--- src/rtl/feedthru_rx_slice.sv ---
// feedthru_rx_slice
//   Receiving end of a feed-through valid/ready path. The stream is registered
//   in a 2-entry skid buffer, so no combinational path crosses the block.
//   in_ready, out_valid and out_data all come straight from flops. The block
//   also counts accepted beats and keeps a sticky flag for counter wrap.
//   Optional feature macro: FEEDTHRU_RX_PARITY_EN. When it is defined, the
//   par_in and par_err ports exist and the block checks even parity on each
//   accepted beat.
module feedthru_rx_slice #(
  parameter int DATA_W = 8,
  parameter int CNT_W  = 16
) (
  input  logic              clk,
  input  logic              rst,
  input  logic              in_valid,
  input  logic [DATA_W-1:0] in_data,
  output logic              in_ready,
  output logic              out_valid,
  output logic [DATA_W-1:0] out_data,
  input  logic              out_ready,
  output logic [CNT_W-1:0]  beat_cnt,
  output logic              cnt_wrap
`ifdef FEEDTHRU_RX_PARITY_EN
  ,
  input  logic              par_in,
  output logic              par_err
`endif
);

  typedef enum logic [1:0] {
    EMPTY = 2'd0,
    ONE   = 2'd1,
    FULL  = 2'd2
  } state_e;

  state_e              state_q, state_d;
  logic [DATA_W-1:0]   main_q, main_d;
  logic [DATA_W-1:0]   skid_q, skid_d;
  logic                in_ready_q, in_ready_d;
  logic                out_valid_q, out_valid_d;
  logic [CNT_W-1:0]    cnt_q, cnt_d;
  logic                wrap_q, wrap_d;
  logic                accept;
  logic                drain;

  // The handshakes use only registered flags. When in_ready_q is 0, this
  // masks any value on in_valid or in_data.
  assign accept = in_valid & in_ready_q;
  assign drain  = out_valid_q & out_ready;

  // Next-state, buffer steering and output-flag decode
  always_comb begin
    // NOTE: every signal written here gets a default first. A path that
    // leaves a signal unassigned would otherwise infer a latch.
    state_d = state_q;
    main_d  = main_q;
    skid_d  = skid_q;
    unique case (state_q)
      EMPTY: begin
        if (accept) begin
          main_d  = in_data;
          state_d = ONE;
        end
      end
      ONE: begin
        if (accept && drain) begin
          main_d = in_data;
        end else if (accept) begin
          skid_d  = in_data;
          state_d = FULL;
        end else if (drain) begin
          state_d = EMPTY;
        end
      end
      FULL: begin
        if (drain) begin
          main_d  = skid_q;
          state_d = ONE;
        end
      end
      default: state_d = EMPTY;
    endcase
    in_ready_d  = (state_d != FULL);
    out_valid_d = (state_d != EMPTY);
  end

  // Beat counter and sticky wrap flag
  always_comb begin
    cnt_d  = cnt_q;
    wrap_d = wrap_q;
    if (accept) begin
      cnt_d = cnt_q + 1'b1;
      if (cnt_q == {CNT_W{1'b1}}) begin
        wrap_d = 1'b1;
      end
    end
  end

  // State, buffer and flag registers
  always_ff @(posedge clk or posedge rst) begin
    if (rst) begin
      state_q     <= EMPTY;
      // NOTE: the payload registers are reset because out_data must read 0
      // out of reset. Without that requirement they could go without a reset.
      main_q      <= '0;
      skid_q      <= '0;
      in_ready_q  <= 1'b1;
      out_valid_q <= 1'b0;
      cnt_q       <= '0;
      wrap_q      <= 1'b0;
    end else begin
      // NOTE: sequential state uses non-blocking assignments only. All flops
      // then sample pre-edge values regardless of statement order.
      state_q     <= state_d;
      main_q      <= main_d;
      skid_q      <= skid_d;
      in_ready_q  <= in_ready_d;
      out_valid_q <= out_valid_d;
      cnt_q       <= cnt_d;
      wrap_q      <= wrap_d;
    end
  end

  assign in_ready  = in_ready_q;
  assign out_valid = out_valid_q;
  assign out_data  = main_q;
  assign beat_cnt  = cnt_q;
  assign cnt_wrap  = wrap_q;

`ifdef FEEDTHRU_RX_PARITY_EN
  logic par_err_q;

  // Sticky even-parity check on each accepted beat; the payload passes unchanged
  always_ff @(posedge clk or posedge rst) begin
    if (rst) begin
      par_err_q <= 1'b0;
    end else if (accept && (^{in_data, par_in})) begin
      par_err_q <= 1'b1;
    end
  end

  assign par_err = par_err_q;
`endif

endmodule

--- config.mk ---
export PLATFORM = sky130hd
export DESIGN_NAME = feedthru_rx_slice
export DESIGN_NICKNAME = d
export VERILOG_FILES = /design/src/rtl/feedthru_rx_slice.sv
export SDC_FILE = /design/constraint.sdc
export NUM_CORES = 1
export LEC_CHECK = 0
export CORE_MARGIN = 10
export CORE_UTILIZATION = 45
export CTS_CLUSTER_DIAMETER = 200
export DETAILED_ROUTE_END_ITERATION = 7
export PLACE_DENSITY_LB_ADDON = 0.12
export SETUP_SLACK_MARGIN = 0.05
export SYNTH_ARGS = -nofsm -noshare
export SYNTH_HDL_FRONTEND = slang
export SYNTH_SLANG_ARGS = --single-unit
--- constraint.sdc ---
create_clock -name clk -period 3.3 [get_ports clk]
set_input_delay 0.825 -clock clk [delete_from_list [all_inputs] [get_ports clk]]
set_output_delay 0.825 -clock clk [all_outputs]
set_load 0.05 [all_outputs]
==> results by group, run 1 <==
Pwr
  – Worst IR Drop VDD: roughly 0.0004 V
  – PwrDens: slightly above 900 mW/mm^2
  – Sw power: roughly 0.83 mW
  – Combinational Power Share: 46.2%
  – Pleak: between 0.9 and 1 nW
  – Sw frac: approximately 43%
  – Register share of total power: a little under two fifths
  – Clk pwr share: approximately 16%
  – Internal power: 1.11 mW

Layout
  – Commonest non-fill, non-tap cell in the layout: clkdlybuf4s50_1
  – P&R area growth vs syn: 31.5%
  – Commonest cells after routing, fill and taps aside: clkdlybuf4s50_1, dfrtp_1, nor2_1, xnor2_1
  – Layout Nets: 190
  – Layout cells sized above 1: between 10% and 20%
  – Antenna cells: 0
  – Finished Layout Cells: 223
  – Multi-input combinational cell area: 666 sq um
  – Register area: around 930 sq um
  – Fill cells: 273

Worst setup path
  – Slowest cell on crit path: clkdlybuf4s50_1
  – Register-to-register path setup slack: ~1600 ps
  – FF-to-FF path depth: 4
  – Buf/Inv on CP: 1
  – Max FO, Critical Path: 4
  – Crit path cell chain: clkdlybuf4s50_1
  – Critical path data required time: between 2000 and 2500 ps
  – Critical Path Stages: 1
  – CP Launch Type: flip-flop
  – WP data arrival: 1710 ps
  – Crit path kind: reg2out
  – CP endpoint kind: output port
  – Max incr delay on CP: 810 ps
  – Crit path max-delay family: buffers and inverters

Yosys
  – Ys flop type: dfrtp_1
  – Cells after synthesis: approximately 130
  – Top-area cell type share of the netlist area: 55.9%
  – Synthesized cell area: roughly 0.0016 sq mm
  – Average size of a mapped cell: between 10 and 15 sq um
  – Yosys top cell by area: dfrtp_1
  – Yosys warnings: 0
  – EDFF count, synth: 0
  – Flops & latches, synth: 37
  – Synth cell types: 31
  – Post-synth ARST share: between 90% and 100%
  – Sequential share of the synthesized area: ~58%
  – Synth area leaders: dfrtp_1, xnor2_1, mux2_2
  – Post-Syn Nets: between 100 and 150

Floorplanning
  – Die Height: 79.8 um
  – Die area: 0.00637 sq mm
  – Die X: between 70 and 80 um
  – Initial Utilization: around 48%
  – Boundary pin count: 39
  – Num rows: 21
  – Core Region: roughly 0.0034 sq mm

STA
  – Setup violations, final: 0
  – RSZ-0062 raised after global routing: false
  – Period Utilization, post-route: ~77%
  – Post-route minimum period: between 2000 and 3000 ps
  – Hold slack: 475 ps
  – Worst Tran Pin Value: between 600 and 700 ps
  – Setup_tns: 0 ps
  – Count of final max-slew check failures: 0
  – Skew final: approximately 5.4 ps
  – Final Hold Viols: 0
  – Setup ws final: 766 ps
  – Slew margin rel.: between 50% and 60%
  – Fmax: just under 400 MHz

Clock network
  – Clock buffer depth: 2
  – Clock latency on the worst-skew pair: 340 ps
  – CTS tree: done
  – CTS Hold Bufs: 0
  – CTS buffer count: 5
  – Clk sink count: 37
  – Clk slew on worst S/H paths: about 110 ps
  – Max H-tree Level: 2
  – CTS root buf: clkbuf_4
  – Post-cts gate resize count: 0
  – # Post-CTS Setup Buffers: 0

Route
  – Routed Antenna Nets: 0
  – Via Count: ~1,100
  – DR iter-0 viols: 45
  – Post-route DRC violation count: 0
  – WL/cell: roughly 15 um
  – DR pass1 iterations: 4
  – Via-to-Cell Ratio: approximately 5.1
  – Post-Route WL: 3270 um

Run status
  – Outcome: finished, final reports clean

Global route
  – First-pass GRT wire length: 5420 um
  – Largest net degree at the start of global routing: 38
  – Initial antenna violation count: 0
  – Vias in the first global route: 1,170
  – Global route overflow: 0
  – GRT Total Usage: about a tenth

Run
  – Max_cap viols: 0

Placed design
  – GP Congestion: around 0.81
  – Dpl cells: 216
  – # port buffers: 38
  – Pre-CTS setup slack: 844 ps
  – Final HPWL from detailed placement: 2510 um

Worst hold path
  – Worst Hold Class: reg2reg
  – Hold Path Depth: 1
area by class of cell:
class,instances,share of cell area [%]
inverter,2,0.354
multi-input combinational,92,31.4
tap,46,2.72
timing repair buffer,39,18.3
clock inverter,2,1.65
clock buffer,5,1.77
sequential,37,43.8
Yosys cell counts (all sizes together) (2+ instances only):
cell type / count
mux2: 9
xor2: 2
nor2: 14
buf: 2
nand2: 9
nand4: 4
xnor2: 13
mux2i: 8
a21boi: 2
dfrtp: 36
a21oi: 9
inv: 2
nand3: 7
and3: 2
cell families (layout without fill, tap and decap cells):
kind of cell | count (synthesis) | count (layout) | synth area share, %
compound gates | 17 | 17 | 7.93
xor+xnor | 15 | 15 | 8.16
fa+ha+maj | 1 | 1 | 0.777
buf+inv | 4 | 48 | 1.09
flops | 37 | 37 | 57.6
mux | 17 | 17 | 11.3
simple gates | 42 | 42 | 13.2
path summary, 6_finish.rpt:
check / endpoint / from
worst min-delay path: cnt_wrap$_DFFE_PP0P_ / cnt_wrap$_DFFE_PP0P_
worst max-delay path: in_ready / in_ready$_DFF_PP1_
min in group asynchronous: beat_cnt[9]$_DFFE_PP0P_ / rst
max in group asynchronous: in_ready$_DFF_PP1_ / rst
worst min register to register: cnt_wrap$_DFFE_PP0P_ / cnt_wrap$_DFFE_PP0P_
worst max register to register: out_data[0]$_DFFE_PP0P_ / state_q[1]$_DFF_PP0_
per-stage QoR:
step / total power [mW] / utilization [%] / instance area [sq um]
2_1_floorplan: 1.37 / - / 1610
3_3_place_gp: 1.64 / 60.4 / 2050
3_5_place_dp: 1.67 / 60.4 / 2050
4_1_cts: 1.97 / 62.5 / 2120
5_1_grt: 2.05 / 62.5 / 2120
6_report: 1.94 / 62.5 / 2120
registers in the layout, indices dropped and copies added, names as in the netlist:
name and cells:
cnt_wrap 1, in_ready 1, skid_q 8, out_data 8, out_valid 1, beat_cnt 16
state_q 2
layer usage:
metal	track usage (%)	vias up	wire length, um
li1	-	555	-
met1	10.6	554	1270
met2	18.2	32	1610
met3	6.08	6	329
met4	3.70	0	52
met5	0	-	0
power by group through the flow:
stage	sequential, mW	clock, mW	combinational, mW
final	0.743	0.300	0.897
after CTS	0.744	0.309	0.915
after global routing	0.771	0.330	0.953
after detailed placement	0.754	0	0.913
after global placement	0.744	0	0.898
after floorplan	1.06	0	0.306
worst reg2reg max path, delay by kind of cell, from the launching register on:
kind | cells | cell delay, ps
and+or+nand+nor | 2 | 700
DFF | 1 | 480
AOI/OAI and AO/OA | 2 | 390
(Power assumes the default switching activity.)
==> run 2, diff against run 1 <==
==> constraint.sdc (replaced) <==
create_clock -name clk -period 2.35 [get_ports clk]
set_input_delay 0.5875 -clock clk [delete_from_list [all_inputs] [get_ports clk]]
set_output_delay 0.5875 -clock clk [all_outputs]
set_load 0.05 [all_outputs]
==> run 2 against run 1 <==
Setup slack got worse by 640 ps. Largest power group unchanged. Count of clock-buffer cells in the layout grew 2. Global-route usage grew 0.070 points. Clock skew fell by 1.9 ps. First-iteration DRC count up 64%. Critical path depth did not move. Non-clock buffer count grew 3.
==> results by group, run 2 (synthesis results as in run 1) <==
Clock network
  – Clock latency on the worst-skew pair: 330 ps (about the same)
  – CTS root buf: clkbuf_4
  – # Post-CTS Setup Buffers: 0 (unchanged)
  – Clock buffer depth: 2 (unchanged)
  – Max H-tree Level: 2 (unchanged)
  – CTS Hold Bufs: 0 (unchanged)
  – Clk slew on worst S/H paths: 110 ps (about the same)
  – Clk sink count: 37 (unchanged)
  – CTS tree: done
  – CTS buffer count: 5 (unchanged)

STA
  – Setup ws final: 123 ps (-643 ps)
  – Setup violations, final: 0 (unchanged)
  – Fmax: around 450 MHz
  – Setup_tns: 0 ps (unchanged)
  – Worst Tran Pin Value: 683 ps (+8.71 ps)
  – RSZ-0062 raised after global routing: false
  – Final Hold Viols: 0 (unchanged)
  – Hold slack: 486 ps (+10.5 ps)
  – Slew margin rel.: 54.5% (-0.58 points)
  – Period Utilization, post-route: between 90% and 100%
  – Post-route minimum period: about 2200 ps
  – Skew final: 3.53 ps (-1.92 ps)
  – Count of final max-slew check failures: 0 (unchanged)

Floorplanning
  – Die area: 0.00637 sq mm (unchanged)
  – Boundary pin count: 39 (unchanged)
  – Die X: 79.8 um (unchanged)
  – Initial Utilization: 47.5% (unchanged)
  – Core Region: 0.00339 sq mm (unchanged)
  – Die Height: 79.8 um (unchanged)
  – Num rows: 21 (unchanged)

Pwr
  – Worst IR Drop VDD: 0.000859 V (+110%)
  – Pleak: 0.952 nW (+2.5%)
  – Sw frac: 43.4% (+0.67 points)
  – Clk pwr share: 14.0% (-1.5 points)
  – PwrDens: 1260 mW/mm^2 (+38%)
  – Combinational Power Share: 47.3% (+1.1 points)
  – Register share of total power: 38.7% (+0.4 points)
  – Sw power: 1.17 mW (+41%)
  – Internal power: 1.53 mW (+37%)

Global route
  – First-pass GRT wire length: 5480 um (+1.1%)
  – Largest net degree at the start of global routing: 38 (unchanged)
  – Initial antenna violation count: 0 (unchanged)
  – Global route overflow: 0 (unchanged)
  – Vias in the first global route: 1,162 (-0.68%)
  – GRT Total Usage: 10.7% (+0.070 points)

Worst setup path
  – Slowest cell on crit path: clkdlybuf4s50_1
  – Crit path max-delay family: buffers and inverters
  – Critical path data required time: 1760 ps (-710 ps)
  – Buf/Inv on CP: 1 (unchanged)
  – Critical Path Stages: 1 (unchanged)
  – Crit path cell chain: clkdlybuf4s50_1
  – FF-to-FF path depth: 5 (+1)
  – Crit path kind: reg2out
  – CP Launch Type: flip-flop
  – WP data arrival: 1640 ps (-70 ps)
  – Max incr delay on CP: 860 ps (+50 ps)
  – Max FO, Critical Path: 6 (+2)
  – CP endpoint kind: output port

Route
  – Via-to-Cell Ratio: 5.18 (+0.72%)
  – DR iter-0 viols: 74 (+64%)
  – Via Count: 1,176 (+2.5%)
  – WL/cell: 14.7 um (+0.25%)
  – Post-Route WL: 3340 um (+2.0%)
  – Routed Antenna Nets: 0 (unchanged)
  – DR pass1 iterations: 4 (unchanged)
  – Post-route DRC violation count: 0 (unchanged)

Layout
  – Layout cells sized above 1: 15.5% (+1.9 points)
  – Commonest cells after routing, fill and taps aside: dfrtp_1, clkdlybuf4s50_1, nor2_1, xnor2_1
  – Max FFs per register: 16 (unchanged)
  – Antenna cells: 0 (unchanged)
  – Layout Nets: 193 (+1.6%)
  – P&R area growth vs syn: 32.9%
  – Multi-input combinational cell area: 666 sq um (unchanged)
  – Fill cells: 271 (-0.73%)
  – Register area: 927 sq um (unchanged)

Placed design
  – GP Congestion: 0.807 (-0.74%)
  – Final HPWL from detailed placement: 2510 um (+0.13%)
  – # port buffers: 38 (unchanged)
  – Pre-CTS setup slack: 224 ps (-620 ps)

Run status
  – Outcome: finished, final reports clean

Worst hold path
  – Hold Path Depth: 1 (unchanged)
  – Worst Hold Class: reg2reg

Run
  – Max_cap viols: 0 (unchanged)
==> run 2: changes by cell type in the layout (fill, tap and decap cells not counted), sizes merged <==
cell | previous run | this run
buf | 1 | 4
clkbuf | 5 | 7
clkdlybuf4s50 | 38 | 36
bufinv | 1 | 0
dlygate4sd2 | 0 | 1
dlymetal6s2s | 0 | 1
==> run 2: what timing repair did <==
action                                 4_1_cts  5_1_grt
endpoints found under the hold margin        0        0
resized for setup                            1        1
setup endpoints to repair                    1        1
==> run 2: stage by stage <==
stage | cell area [sq um] | power, mW | utilization, % | std cells
final | 2140 | 2.70 | 63.1 | 227
after global routing | 2140 | 2.86 | 63.1 | 227
after CTS | 2140 | 2.74 | 63.0 | 227
after detailed placement | 2070 | 2.36 | 61.0 | 219
after global placement | 2070 | 2.32 | 61.0 | 219
after floorplan | 1610 | 1.92 | - | 133
==> run 2: final timing paths <==
check	startpoint	end	slack, ps
max	beat_cnt[1]$_DFFE_PP0P_	beat_cnt[1]	120
min	cnt_wrap$_DFFE_PP0P_	cnt_wrap$_DFFE_PP0P_	490
max reg2reg	state_q[1]$_DFF_PP0_	out_data[6]$_DFFE_PP0P_	690
min reg2reg	cnt_wrap$_DFFE_PP0P_	cnt_wrap$_DFFE_PP0P_	490
max in group asynchronous	rst	in_ready$_DFF_PP1_	1360
min in group asynchronous	rst	out_data[1]$_DFFE_PP0P_	650
==> run 2: cell type report <==
type,instances,area share [%]
Tap cell,46,2.69
Inverter,2,0.351
Multi-Input combinational cell,92,31.1
Sequential cell,37,43.3
Clock buffer,7,3.04
Clock inverter,1,0.234
Timing Repair Buffer,42,19.2
==> run 2: routing by layer <==
layer  wire, um  vias to the layer above  global-route usage [%]
li1           -                      562                       -
met1       1380                      576                    11.8
met2       1660                       32                    18.0
met3        259                        6                    4.95
met4         38                        0                    3.17
met5          0                        -                       0
==> run 2: power by group through the flow <==
stage | combinational (mW) | sequential, mW | clock [mW]
6_report | 1.28 | 1.04 | 0.379
5_1_grt | 1.36 | 1.08 | 0.422
4_1_cts | 1.30 | 1.05 | 0.394
3_5_place_dp | 1.30 | 1.06 | 0
3_3_place_gp | 1.27 | 1.05 | 0
2_1_floorplan | 0.429 | 1.49 | 0
==> run 3, diff against run 2 <==
--- a/config.mk
+++ b/config.mk
@@ -5,8 +5,10 @@
 export SDC_FILE = /design/constraint.sdc
 export NUM_CORES = 1
 export LEC_CHECK = 0
+export CELL_PAD_IN_SITES_DETAIL_PLACEMENT = 0
+export CELL_PAD_IN_SITES_GLOBAL_PLACEMENT = 2
 export CORE_MARGIN = 10
-export CORE_UTILIZATION = 45
+export CORE_UTILIZATION = 31
 export CTS_CLUSTER_DIAMETER = 200
 export DETAILED_ROUTE_END_ITERATION = 7
 export PLACE_DENSITY_LB_ADDON = 0.12
==> run 3 against run 2 <==
First-iteration DRC count shrank 76%. Worst hold slack lost 7.5 ps. Clock skew grew 5.3 ps. Combinational power is essentially flat. Count of clock-buffer cells in the layout shrank 1. Sequential share of layout area shrank 1.8 points. Cell count grew 11%. Wire length grew 7.0%. Setup slack lost 15 ps. Flip-flop and latch count is the same. Critical path type unchanged. Largest cell class unchanged.
==> results by group, run 3 (synthesis results as in run 1) <==
Route
  – WL/cell: 14.1 um (-4.0%)
  – Post-route DRC violation count: 0 (unchanged)
  – Post-Route WL: 3570 um (+7.0%)
  – Routed Antenna Nets: 0 (unchanged)
  – DR pass1 iterations: 4 (unchanged)
  – Via-to-Cell Ratio: 4.52 (-13%)
  – DR iter-0 viols: 18 (-76%)
  – Via Count: 1,143 (-2.8%)

Floorplanning
  – Die X: 92.1 um (+15%)
  – Die area: 0.00848 sq mm (+33%)
  – Die Height: 92.1 um (+15%)
  – Initial Utilization: 31.7% (-16 points)
  – Core Region: 0.00507 sq mm (+50%)
  – Boundary pin count: 39 (unchanged)
  – Num rows: 26 (+24%)

Layout
  – Layout Nets: 195 (+1.0%)
  – Antenna cells: 0 (unchanged)
  – Fill cells: 488 (+80%)
  – Max FFs per register: 16 (unchanged)
  – Post-layout util: 44.0% (-19 points)
  – Layout cells sized above 1: 16.4% (+0.92 points)
  – Commonest cells after routing, fill and taps aside: clkdlybuf4s50_1, dfrtp_1, nor2_1, xnor2_1
  – Commonest non-fill, non-tap cell in the layout: clkdlybuf4s50_1
  – Finished Layout Cells: 253 (+11%)
  – Finished Cell Area: 0.00223 sq mm (+4.4%)
  – P&R area growth vs syn: 38.7%

Global route
  – Global route overflow: 0 (unchanged)
  – GRT Total Usage: 9.06% (-1.6 points)
  – Initial antenna violation count: 0 (unchanged)
  – First-pass GRT wire length: 6210 um (+13%)
  – Vias in the first global route: 1,267 (+9.0%)
  – Largest net degree at the start of global routing: 38 (unchanged)

STA
  – Worst Tran Pin Value: 514 ps (-169 ps)
  – Count of final max-slew check failures: 0 (unchanged)
  – Period Utilization, post-route: 95.4% (+0.64 points)
  – Fmax: 446 MHz (-0.67%)
  – Skew final: 8.87 ps (+5.35 ps)
  – Setup_tns: 0 ps (unchanged)
  – RSZ-0062 raised after global routing: false
  – Slew margin rel.: 65.6% (+11 points)
  – Post-route minimum period: 2240 ps (+15.1 ps)
  – Final Hold Viols: 0 (unchanged)
  – Hold slack: 478 ps (-7.53 ps)
  – Setup ws final: 108 ps (-15.1 ps)
  – Setup violations, final: 0 (unchanged)

Worst setup path
  – CP Launch Type: flip-flop
  – Worst r2r dst: beat_cnt[11]$_DFFE_PP0P_
  – Buf/Inv on CP: 1 (unchanged)
  – Crit path cell chain: clkdlybuf4s50_1
  – Register-to-register path setup slack: 830 ps (+140 ps)
  – Critical path data required time: 1760 ps (about the same)
  – Crit path max-delay family: buffers and inverters
  – WP data arrival: 1650 ps (about the same)
  – FF-to-FF path depth: 4 (-1)
  – Worst R2R Start: in_ready$_DFF_PP1_
  – Crit path kind: reg2out
  – Max incr delay on CP: 820 ps (-40 ps)
  – CP endpoint kind: output port
  – Slowest cell on crit path: clkdlybuf4s50_1
  – Max FO, Critical Path: 4 (-2)
  – Critical Path Source: in_ready$_DFF_PP1_

Placed design
  – GP Congestion: 0.803 (-0.42%)
  – Dpl cells: 245 (+12%)
  – Pre-CTS setup slack: 201 ps (-22.3 ps)
  – # port buffers: 38 (unchanged)
  – Final HPWL from detailed placement: 2620 um (+4.6%)
  – Placed inst area: 0.00211 sq mm (+2.2%)

Clock network
  – Post-cts gate resize count: 0 (-1)
  – CTS tree: done
  – CTS Hold Bufs: 0 (unchanged)
  – Max H-tree Level: 2 (unchanged)
  – CTS root buf: clkbuf_8
  – CTS buffer count: 5 (unchanged)
  – Clk sink count: 37 (unchanged)
  – # Post-CTS Setup Buffers: 0 (unchanged)
  – Clk slew on worst S/H paths: 70 ps (-40 ps)
  – Clock latency on the worst-skew pair: 280 ps (-50 ps)
  – Clock buffer depth: 2 (unchanged)

Run status
  – Outcome: finished, final reports clean

Run
  – Max_cap viols: 0 (unchanged)

Pwr
  – Worst IR Drop VDD: 0.000554 V (-36%)
  – PwrDens: 1300 mW/mm^2 (+3.0%)
  – Overall power: 2.90 mW (+7.6%)
  – Pleak: 0.970 nW (+1.9%)

Worst hold path
  – Hold Startpoint: cnt_wrap$_DFFE_PP0P_
  – WHS Endpoint: cnt_wrap$_DFFE_PP0P_
  – Hold Path Depth: 1 (unchanged)
  – Worst Hold Class: reg2reg
==> run 3: cell count changes in the layout (fill, tap and decap cells not counted) <==
| cell | change |
|---|---|
| clkdlybuf4s50_1 | +2 |
| dlymetal6s2s_1 | -1 |
| dlygate4sd2_1 | -1 |
| bufinv_16 | +1 |
| clkinvlp_4 | +1 |
| buf_4 | +2 |
| clkbuf_8 | +4 |
| clkbuf_4 | -5 |
| clkinv_2 | -1 |
==> run 3: where the power goes <==
part / total (mW) / switching [mW] / internal (mW)
clock: 0.570 / 0.225 / 0.345
sequential: 1.05 / 0.183 / 0.862
combinational: 1.29 / 0.785 / 0.500
==> run 3: worst max-delay path by stage <==
stage / endpoint / slack, ps / cells past startpoint
global route: in_ready / 60 / 1
floorplan: beat_cnt[14]$_DFFE_PP0P_ / 590 / 5
global placement: skid_q[7]$_DFFE_PP0P_ / 230 / 4
finish: in_ready / 110 / 1
detailed placement: skid_q[5]$_DFFE_PP0P_ / 200 / 4
CTS: in_ready / 80 / 1
==> run 3: final cells by class <==
class	count	area [sq um]	area share, %
sequential	37	927	41.5
inverter	2	7.51	0.336
tap	70	87.6	3.92
timing repair buffer	44	425	19.0
multi-input combinational	92	666	29.8
clock inverter	2	37.5	1.68
clock buffer	6	82.6	3.70
==> run 3: layer usage <==
metal  GRT usage, %  wire length, um  share of wire (%)
met5              0                0                  0
met1           10.4             1510                 42
met3           4.48              293                8.2
met4           3.98               43                1.2
met2           14.0             1730                 48
==> run 3: worst register-to-register path: cells and delay by family, from the launching register on <==
family,cells,cell delay [ps]
and+or+nand+nor,3,750
xor gates and xnor gates,1,140
DFF,1,560
